File: config.mk
export PLATFORM = sky130hd
export DESIGN_NAME = ula_8_bits_scheduler
export DESIGN_NICKNAME = d
export VERILOG_FILES = /design/src/rtl/ula_8_bits_scheduler.sv
export SDC_FILE = /design/constraint.sdc
export NUM_CORES = 1
export LEC_CHECK = 0
export CAP_MARGIN = 20
export CORE_MARGIN = 2
export CORE_UTILIZATION = 41
export CTS_BUF_LIST = sky130_fd_sc_hd__clkbuf_4
export DETAILED_ROUTE_END_ITERATION = 7
export PLACE_DENSITY = 0.83
export SYNTH_ARGS = -nofsm -noshare
export SYNTH_HDL_FRONTEND = slang
export SYNTH_SLANG_ARGS = --single-unit
File: constraint.sdc
create_clock -name CLK -period 2.1 [get_ports CLK]
set_input_delay 0.42 -clock CLK [delete_from_list [all_inputs] [get_ports CLK]]
set_output_delay 0.42 -clock CLK [all_outputs]
set_load 0.05 [all_outputs]
File: src/rtl/ula_8_bits_scheduler.sv
// Shares one combinational ULA between two requesters: grant, hold operands, settle, capture, respond.
// Optional macro ULA_SCHED_RR_EN selects round-robin arbitration instead of fixed priority to requester 0.
module ula_8_bits_scheduler #(
  parameter int WIDTH         = 8,
  parameter int OP_W          = 3,
  parameter int SETTLE_CYCLES = 1
) (
  input  logic             CLK,
  input  logic             RST_N,
  input  logic             REQ0_VALID,
  output logic             REQ0_READY,
  input  logic [WIDTH-1:0] REQ0_A,
  input  logic [WIDTH-1:0] REQ0_B,
  input  logic [OP_W-1:0]  REQ0_X,
  input  logic             REQ0_CIN,
  input  logic             REQ1_VALID,
  output logic             REQ1_READY,
  input  logic [WIDTH-1:0] REQ1_A,
  input  logic [WIDTH-1:0] REQ1_B,
  input  logic [OP_W-1:0]  REQ1_X,
  input  logic             REQ1_CIN,
  output logic [WIDTH-1:0] ULA_A,
  output logic [WIDTH-1:0] ULA_B,
  output logic [OP_W-1:0]  ULA_X,
  output logic             ULA_CIN,
  input  logic [WIDTH-1:0] ULA_S,
  input  logic             ULA_COUT,
  output logic             RSP_VALID,
  input  logic             RSP_READY,
  output logic             RSP_ID,
  output logic [WIDTH-1:0] RSP_S,
  output logic             RSP_COUT,
  output logic             RSP_ERR,
  output logic             BUSY
);

  localparam int unsigned SETTLE_EFF = (SETTLE_CYCLES < 1) ? 1 : SETTLE_CYCLES;
  localparam int unsigned CNT_W      = (SETTLE_EFF > 1) ? $clog2(SETTLE_EFF) : 1;
  localparam logic [OP_W-1:0] OP_ADD = '0;
  localparam logic [OP_W-1:0] OP_SUB = OP_W'(1);
  localparam logic [OP_W-1:0] OP_NOT = OP_W'(4);

  typedef enum logic [1:0] {ST_IDLE, ST_DRIVE, ST_RESP} state_t;

  state_t             r_state, w_state_nxt;
  logic [CNT_W-1:0]   r_cnt;
  logic [WIDTH-1:0]   r_a, r_b, r_rsp_s;
  logic [OP_W-1:0]    r_x;
  logic               r_cin, r_id, r_last_grant;
  logic               r_rsp_valid, r_rsp_cout, r_rsp_err;

  logic               w_any, w_grant, w_legal, w_arith;
  logic               w_accept, w_capture, w_rsp_hs;
  logic [WIDTH-1:0]   w_sel_a, w_sel_b;
  logic [OP_W-1:0]    w_sel_x;
  logic               w_sel_cin;

  assign w_any = REQ0_VALID | REQ1_VALID;

  // With no requester valid the grant is a don't-care; last_grant fills it so it is always read.
  always_comb begin
    w_grant = r_last_grant;
`ifdef ULA_SCHED_RR_EN
    if (REQ0_VALID && REQ1_VALID) w_grant = ~r_last_grant;
    else if (REQ0_VALID)          w_grant = 1'b0;
    else if (REQ1_VALID)          w_grant = 1'b1;
`else
    if (REQ0_VALID)      w_grant = 1'b0;
    else if (REQ1_VALID) w_grant = 1'b1;
`endif
  end

  assign w_sel_a   = w_grant ? REQ1_A   : REQ0_A;
  assign w_sel_b   = w_grant ? REQ1_B   : REQ0_B;
  assign w_sel_x   = w_grant ? REQ1_X   : REQ0_X;
  assign w_sel_cin = w_grant ? REQ1_CIN : REQ0_CIN;
  assign w_legal   = (w_sel_x <= OP_NOT);
  assign w_arith   = (r_x == OP_ADD) || (r_x == OP_SUB);

  always_ff @(posedge CLK or negedge RST_N) begin
    if (!RST_N) r_state <= ST_IDLE;
    else        r_state <= w_state_nxt;
  end

  // READY is gated by RST_N so every output reads 0 while reset is held.
  always_comb begin
    w_state_nxt = r_state;
    REQ0_READY  = 1'b0;
    REQ1_READY  = 1'b0;
    w_accept    = 1'b0;
    w_capture   = 1'b0;
    w_rsp_hs    = 1'b0;
    case (r_state)
      ST_IDLE: begin
        if (RST_N && w_any) begin
          REQ0_READY  = ~w_grant;
          REQ1_READY  = w_grant;
          w_accept    = 1'b1;
          w_state_nxt = w_legal ? ST_DRIVE : ST_RESP;
        end
      end
      ST_DRIVE: begin
        if (r_cnt == '0) begin
          w_capture   = 1'b1;
          w_state_nxt = ST_RESP;
        end
      end
      ST_RESP: begin
        if (r_rsp_valid && RSP_READY) begin
          w_rsp_hs    = 1'b1;
          w_state_nxt = ST_IDLE;
        end
      end
      default: w_state_nxt = ST_IDLE;
    endcase
  end

  // Illegal opcodes leave the ULA operand registers untouched and respond directly.
  always_ff @(posedge CLK or negedge RST_N) begin
    if (!RST_N) begin
      r_a          <= '0;
      r_b          <= '0;
      r_x          <= '0;
      r_cin        <= 1'b0;
      r_id         <= 1'b0;
      r_last_grant <= 1'b1;
      r_cnt        <= '0;
      r_rsp_valid  <= 1'b0;
      r_rsp_s      <= '0;
      r_rsp_cout   <= 1'b0;
      r_rsp_err    <= 1'b0;
    end else begin
      if (w_accept) begin
        r_id         <= w_grant;
        r_last_grant <= w_grant;
        if (w_legal) begin
          r_a   <= w_sel_a;
          r_b   <= w_sel_b;
          r_x   <= w_sel_x;
          r_cin <= w_sel_cin;
          r_cnt <= CNT_W'(SETTLE_EFF - 1);
        end else begin
          r_rsp_valid <= 1'b1;
          r_rsp_err   <= 1'b1;
          r_rsp_s     <= '0;
          r_rsp_cout  <= 1'b0;
        end
      end
      if (r_state == ST_DRIVE && !w_capture) r_cnt <= r_cnt - CNT_W'(1);
      if (w_capture) begin
        r_rsp_valid <= 1'b1;
        r_rsp_s     <= ULA_S;
        r_rsp_cout  <= w_arith & ULA_COUT;
        r_rsp_err   <= 1'b0;
      end
      if (w_rsp_hs) r_rsp_valid <= 1'b0;
    end
  end

  assign ULA_A     = r_a;
  assign ULA_B     = r_b;
  assign ULA_X     = r_x;
  assign ULA_CIN   = r_cin;
  assign RSP_VALID = r_rsp_valid;
  assign RSP_ID    = r_id;
  assign RSP_S     = r_rsp_s;
  assign RSP_COUT  = r_rsp_cout;
  assign RSP_ERR   = r_rsp_err;
  assign BUSY      = (r_state != ST_IDLE);

endmodule

Word level (Yosys, flattened, before mapping)
Cells that the tools add are included.

Logic and storage cells: 77. Bits of input ports: 54. Flip-flop bits (word level): 36. Output and inout bits: 35.

Reduce and logical (&&, ||, !) cells: 17. Equal/unequal tests: 8. Bitwise gates (word level): 3. $add $sub $neg: 1. Magnitude comparators: 1. Muxes and demuxes: 35.

Operators with widths (count): $mux W8 (5); $mux W1 (24); $mux W2 (4); $reduce_and A2 Y1 (4); $reduce_bool A2 Y1 (4); $ne A2 B2 Y1 const B (3); $pmux W2 S3 (1); $eq A3 B1 Y1 const B (1); $le A3 B3 Y1 const B (1); $logic_and A1 B1 Y1 (3); $logic_not A3 Y1 (1); $mux W3 (1); $ne A3 B1 Y1 const B (1); $reduce_and A3 Y1 (1); $reduce_bool A3 Y1 (1); $eq A2 B1 Y1 const B (1); $eq A2 B2 Y1 const B (1); $logic_not A2 Y1 (1); $ne A2 B1 Y1 const B (1); $and A1 B1 Y1 (1); $logic_not A1 Y1 (1); $logic_or A1 B1 Y1 (1); $not A1 Y1 (1); $or A1 B1 Y1 (1); $sub A1 B1 Y1 const B (1).

Logic depth before layout (Yosys ltp)
Depth in word-level cells: 8. Mapped depth: 5. Depth with buffers taken out: 4.

Least setup slack after synthesis
No wires, ideal clock.

Path kind: flip-flop to output port. Start point: reg r_last_grant. End point: out REQ1_READY. Buffers on the path: 1. Data arrival time: 1.527 ns. Stages on the path, launching flop included: 4. Required time: 1.680 ns. Setup slack: 0.153 ns. Cell sequence: dfstp_2 o21bai_4 buf_2 nor2_1.

Longest elaborated chain between the ends: 4.

RTL lines: start: declaration (RTL line 49) `logic r_cin, r_id, r_last_grant;`; start signal: assignment (RTL line 135) `r_last_grant <= w_grant;`; $mux W1 (RTL line 69) `else if (REQ1_VALID) w_grant = 1'b1;`; $mux W1 (RTL line 68) `if (REQ0_VALID) w_grant = 1'b0;`; $mux W1 (RTL line 95) `if (RST_N && w_any) begin`; $mux W1 (RTL line 93) `case (r_state)`; end: declaration (RTL line 17) `output logic REQ1_READY,`.

Every way passes these cells.

Worst setup path in the final report
Start point: in REQ1_VALID. End point: out REQ1_READY.

Longest elaborated chain between the ends: 4. Elaborated cells between the ends (all ways): 6. Those cells by class: mux: 4; bitwise: 1; reduce/logical: 1.

RTL lines: start: declaration (RTL line 16) `input logic REQ1_VALID,`; $mux W1 or $or A1 B1 Y1 (tied branches) (RTL line 69, 58); $mux W1 or $logic_and A1 B1 Y1 (tied branches) (RTL line 68, 95); $mux W1 * (RTL line 95); $mux W1 * (RTL line 93).

Every way passes the cells marked *; elsewhere a longest branch is shown, timed or not.

==> results.toml <==
[cells_and_area]
seqCellArea_um2 = 904.6
instances_no_fill = 270
area_delta_synth_final_pct = 63.06
fill_cells = 306
stdcell_area_mm2 = 0.002811
layout-drive-gt1-share = 0.3182
n_antenna_cell = 0
multi_input_area_um2 = 787.0
fin_nets = 273
utilization = 0.6978

[placement]
gp_congestion = 0.7205
dp_cells = 261
io_buffers = 88
post_dp_cell_area_mm2 = 0.002709
dpl.hpwl_um = 3344

[sta]
hold_viol = 0
rsz0062_at_grt = "yes"
finalCritPeriodShare = 0.9760
slew_violations = 0
setup_viol = 0
max_freq_mhz = 487.9
tightest_slew_ns = 0.7929
slew_headroom = 0.4702
skew_ns = 0.004875
fin_crit_ns = 2.050
whs_ns = 0.1646

[drt]
firstDrtPassIters = 2
ant_nets = 0
wl_per_cell_um = 16.31
vias = 1330
drc = 0
routed_via_density = 4.926
finalWirelength_um = 4403
drt_iter0_drc = 46

[setup_path]
slowest_stage = "clkdlybuf4s50_1"
crit_fanout = 21
crit_path_cell_trace = "clkdlybuf4s50_1, o21bai_4, buf_4, nor2_4, buf_12"
crit_type = "in2out"
end_kind = "output port"
crit_required_ns = 1.68
cp.arrival_ns = 1.63
max_stage_delay_ns = 0.46
cp-start-kind = "input port"
reg2reg_setup_slack_ns = 0.09

[synthesis]
ys.flop_type = "dfrtp_1"
synth_area_mm2 = 0.001724
ys_seq_elements = 36
async_reset_ff_frac = 1.000
synth.avg_cell_area_um2 = 14.37
netlist_instances = 120
synth_cell_types = 29
yosysWarnings = 0
ys_seq_area_frac = 0.5232
synth_edf_count = 0
syn_nets = 174

[floorplanning]
initial_utilization = 0.4280
num_io_pins = 89
coreArea_mm2 = 0.004029
fp.dieH_um = 68.85
num_rows = 23
dieArea_mm2 = 0.004740
die_w_um = 68.85

[run]
drv_cap = 0

[clocking]
clkTransAtPathRegs_ns = 0.10
cts_tree = "built"
clock_latency_ns = 0.33
clk_path_buf_depth = 2
cts_sinks = 36
cts-hold-fix-buffers = 0
cts_buffers = 5
cts_max_level = 2
cts_root_buf = "clkbuf_4"

[grt]
overflow = 0
track_usage = 0.1880
grt_max_degree = 37
antenna_found_initial = 0
grt_pass1_wl_um = 6299
first_global_vias = 1334

[power]
ir_drop_mv = 0.8586
power_leakage_nw = 1.227
power.density_mw_per_mm2 = 1561

[hold_path]
hp-class = "in2async"

[status]
status = "finished clean"
[flip-flops by register name (all words and copies together), names as in the netlist]
signal,flops
ULA_X,3
ULA_B,8
r_last_grant,1
RSP_S,8
ULA_CIN,1
RSP_ERR,1
ULA_A,8
RSP_ID,1
r_state,2
r_cnt,1
RSP_COUT,1
RSP_VALID,1
[worst max-delay path, delay by kind of cell]
family / cells / cell delay (ns)
buf+inv: 3 / 0.92
simple gates: 1 / 0.09
compound gates: 1 / 0.18
[Yosys cell counts, types with 2 or more instances]
cell | count | area share
buf_6 | 2 | 0.013
inv_1 | 2 | 0.0044
nand2_1 | 3 | 0.0065
mux2_2 | 21 | 0.14
buf_2 | 3 | 0.0087
nor2_1 | 5 | 0.011
a21oi_1 | 3 | 0.0087
a21o_1 | 2 | 0.0087
o21ai_0 | 2 | 0.0058
a22o_1 | 8 | 0.041
dfrtp_1 | 35 | 0.51
mux2_4 | 17 | 0.15
[path summary, 6_finish.rpt]
path,from,end,depth (start not counted)
min,RST_N,r_cnt,2
min reg2reg,RSP_ID,RSP_ID,1
max in group asynchronous,RST_N,r_last_grant,2
max,REQ1_VALID,REQ1_READY,5
max reg2reg,r_state[1],ULA_B[1],4
min in group CLK,RSP_ID,RSP_ID,1
[area by class of cell]
cell class                 instances  area share
inverter                           2    0.002670
timing repair buffer              98      0.3449
clock inverter                     2     0.01246
sequential                        36      0.3218
clock buffer                       6     0.01602
multi-input combinational         76      0.2799
tap                               50     0.02225
[cells by family after synthesis]
logic type | share of synthesized area
buf+inv | 0.02830
compound gates | 0.1001
simple gates | 0.04935
flops | 0.5232
mux | 0.2990
[stage by stage]
step / setup WS [ns] / power, mW / TNS, ns
global route: -0.009558 / 4.581 / -0.01556
CTS: 0.006122 / 4.414 / 0
finish: 0.05032 / 4.388 / 0
floorplan: 0.1532 / 2.978 / 0
global placement: -0.2581 / 3.860 / -4.046
detailed placement: -0.3010 / 3.917 / -4.888
[power by group]
group	internal [mW]	switching (mW)
clock network	0.262	0.215
registers	1.02	0.216
logic	1.10	1.58
[metal layers]
layer,global-route usage,vias up,routed length (um)
li1,-,636,-
met1,0.2162,637,1676
met2,0.3281,48,2336
met3,0.04708,9,302
met4,0.08578,0,89
met5,0,-,0
[what timing repair did]
action / CTS / global route
buffers inserted: 0 / 1
pin swaps: 0 / 1
gates resized for setup: 4 / 3
endpoints found under the setup margin: 2 / 9
[layout by cell type, fill, tap and decap left out, types with 2 or more instances in the layout]
cell | synthesis | layout
mux2_2 | 21 | 21
nand2_1 | 3 | 3
nor2_1 | 5 | 4
mux2_4 | 17 | 17
a21oi_1 | 3 | 3
dfrtp_1 | 35 | 33
nor2_4 | 1 | 2
clkdlybuf4s50_1 | 0 | 84
a21o_1 | 2 | 2
buf_4 | 0 | 10
clkbuf_4 | 0 | 6
buf_12 | 0 | 2
inv_1 | 2 | 2
dfrtp_2 | 0 | 2
a22o_1 | 8 | 8
(Power assumes the default switching activity.)
==> edit: new RTL, config.mk and constraints unchanged <==
Re-encode `state_t` (3 states) as one-hot, 3 bits wide.
--- a/src/rtl/ula_8_bits_scheduler.sv
+++ b/src/rtl/ula_8_bits_scheduler.sv
@@ -40,7 +40,7 @@
   localparam logic [OP_W-1:0] OP_SUB = OP_W'(1);
   localparam logic [OP_W-1:0] OP_NOT = OP_W'(4);
 
-  typedef enum logic [1:0] {ST_IDLE, ST_DRIVE, ST_RESP} state_t;
+  typedef enum logic [2:0] {ST_IDLE = 3'b001, ST_DRIVE = 3'b010, ST_RESP = 3'b100} state_t;
 
   state_t             r_state, w_state_nxt;
   logic [CNT_W-1:0]   r_cnt;
Behaviour: same outputs for any inputs over 10 cycles, from zero or initial values and one cycle with RST_N low; not proved beyond that.
==> edit against the original RTL <==
The flow now finishes with violations (negative setup slack); synthesized cell count up 5.8%; design area up 1.5%; hold slack worse by 0.031 ns; non-clock buffer count up 3; power down 4.9%; critical path type is now register to output pin; worst setup slack worse by 0.14 ns; count of clock-buffer cells in the layout down 1; sequential cell count up 1; area after synthesis up 2.3%; highest routed layer unchanged; combinational power down 2%; wire length up 2.3%; largest power group unchanged.
==> edit: results (changes against the original RTL) <==
- # setup viols final: 9 (+9)
- CP Launch Type: register
- Post-route setup slack: -0.0903 ns (-0.141 ns)
- Sequential Power Share: 29.3% (+1.0 points)
- Avg Vias per Cell: 5.07 (+3.0%)
- Total Neg Setup Slack: -0.293 ns (-0.293 ns)
- CP Capture Point: REQ1_READY
- Share of cells above drive strength 1: 29.0% (-2.8 points)
- Synth Warn #: 0 (unchanged)
- Mapped Nets: 181 (+4.0%)
- Clk_lat worst skew: 0.33 ns (about the same)
- Vias in the first global route: 1519 (+14%)
- DP HPWL: 3.49 mm (+4.3%)
- Violated checks: negative setup slack
- Crit Reg-Reg Startpoint: r_state[0]
- RePlAce Congestion: 0.810 (+12%)
- Drt pass-1 iters: 4 (+2)
- Antenna violations before repair: 0 (unchanged)
- Reg2Reg Setup Slack: -0.04 ns (-0.13 ns)
- Clock Skew: 0.0184 ns (+0.0135 ns)
- Largest cells by area after synthesis: dfrtp_1, mux2_2, mux2_4
- Cell Count, Final, Fillers Out: 281 (+4.1%)
- WL/cell: 16.0 um (-1.7%)
- Post-synth top cells: dfrtp_1, mux2_2, mux2_4
- Peak supply drop: 733 uV (-15%)
- Root Buffer: clkbuf_4
- # fillers: 305 (-0.33%)
- Synth Instances: 127 (+5.8%)
- Static Leakage: 1.24 nW (+1.4%)
- Clk slew on worst S/H paths: 0.12 ns (+0.02 ns)
- Total track usage: 19.5% (+0.66 points)
- Clock network power: 0.342 mW (-28%)
- Unique masters post-synth: 30 (+3.4%)
- Max FO, Critical Path: 2 (-90%)
- Placed Cells: 271 (+3.8%)
- Largest net degree at the start of global routing: 39 (+5.4%)
- Max-slew violation count: 0 (unchanged)
- Status: finished with violations
- Register area share after synthesis: 52.6% (+0.30 points)
- Clock power share: 8.2% (-2.7 points)
- Worst R2R Path Depth: 5 (+1)
- Antenna cell count: 0 (unchanged)
- Pin slew with the least headroom to its limit: 0.716 ns (-0.0772 ns)
- Worst r2r dst: ULA_B[3]
- Num CTS Buffers: 5 (unchanged)
- First-pass GRT wire length: 7.40 mm (+17%)
- Psw: 1.93 mW (-3.7%)
- Worst Path Arrival: 1.77 ns (+0.14 ns)
- Drt initial violations: 40 (-13%)
==> edit: cell count changes in the layout (fill, tap and decap cells not counted), sizes merged, moves of 2 or more <==
| cell | unedited run | this run |
|---|---|---|
| a21o | 2 | 4 |
| clkinv | 1 | 3 |
| buf | 13 | 17 |
| a2bb2oi | 1 | 4 |
==> edit: area by class of cell <==
class | count | area [um2] | area share (%)
timing repair buffer | 101 | 995 | 34.9
multi-input combinational | 82 | 806 | 28.2
clock buffer | 5 | 37.5 | 1.32
tap | 50 | 62.6 | 2.19
sequential | 37 | 928 | 32.5
inverter | 3 | 11.3 | 0.395
clock inverter | 3 | 12.5 | 0.439
==> edit: cells by family after synthesis <==
logic type             count (synthesis)  synth area share (%)
muxes                                 40                  27.5
AOI/OAI and AO/OA                     25                  10.9
buffers and inverters                  8                  2.55
and+or+nand+nor                       17                  6.38
DFF                                   37                  52.6
==> edit: worst max-delay path, stage by stage, from the launching register on <==
cell     delay [ns]
dfstp_2        0.56
nor3b_4        0.20
inv_2          0.06
or2_4          0.25
buf_6          0.12
nor2_4         0.11
buf_12         0.14
==> edit: repair_timing <==
action | in CTS | in global routing
gates resized for setup | 1 | 1
setup buffers | 2 | 0
pin swaps | 3 | 1
setup endpoints to repair | 21 | 22
==> edit: layer usage <==
layer	vias to the layer above	track usage [%]	routed length, um
met3	2	4.65	263
met2	53	35.8	2400
li1	674	-	-
met5	-	0	0
met1	697	22.2	1800
met4	0	5.88	34
==> edit: per-stage QoR <==
stage / instance area (um2) / worst slack (ns) / hold WS (ns)
detailed placement: 2780 / -0.310 / 0.469
floorplan: 1770 / 0.0980 / 0.124
global placement: 2780 / -0.250 / 0.464
finish: 2850 / -0.0903 / 0.133
CTS: 2850 / -0.129 / 0.139
global route: 2850 / -0.173 / 0.159
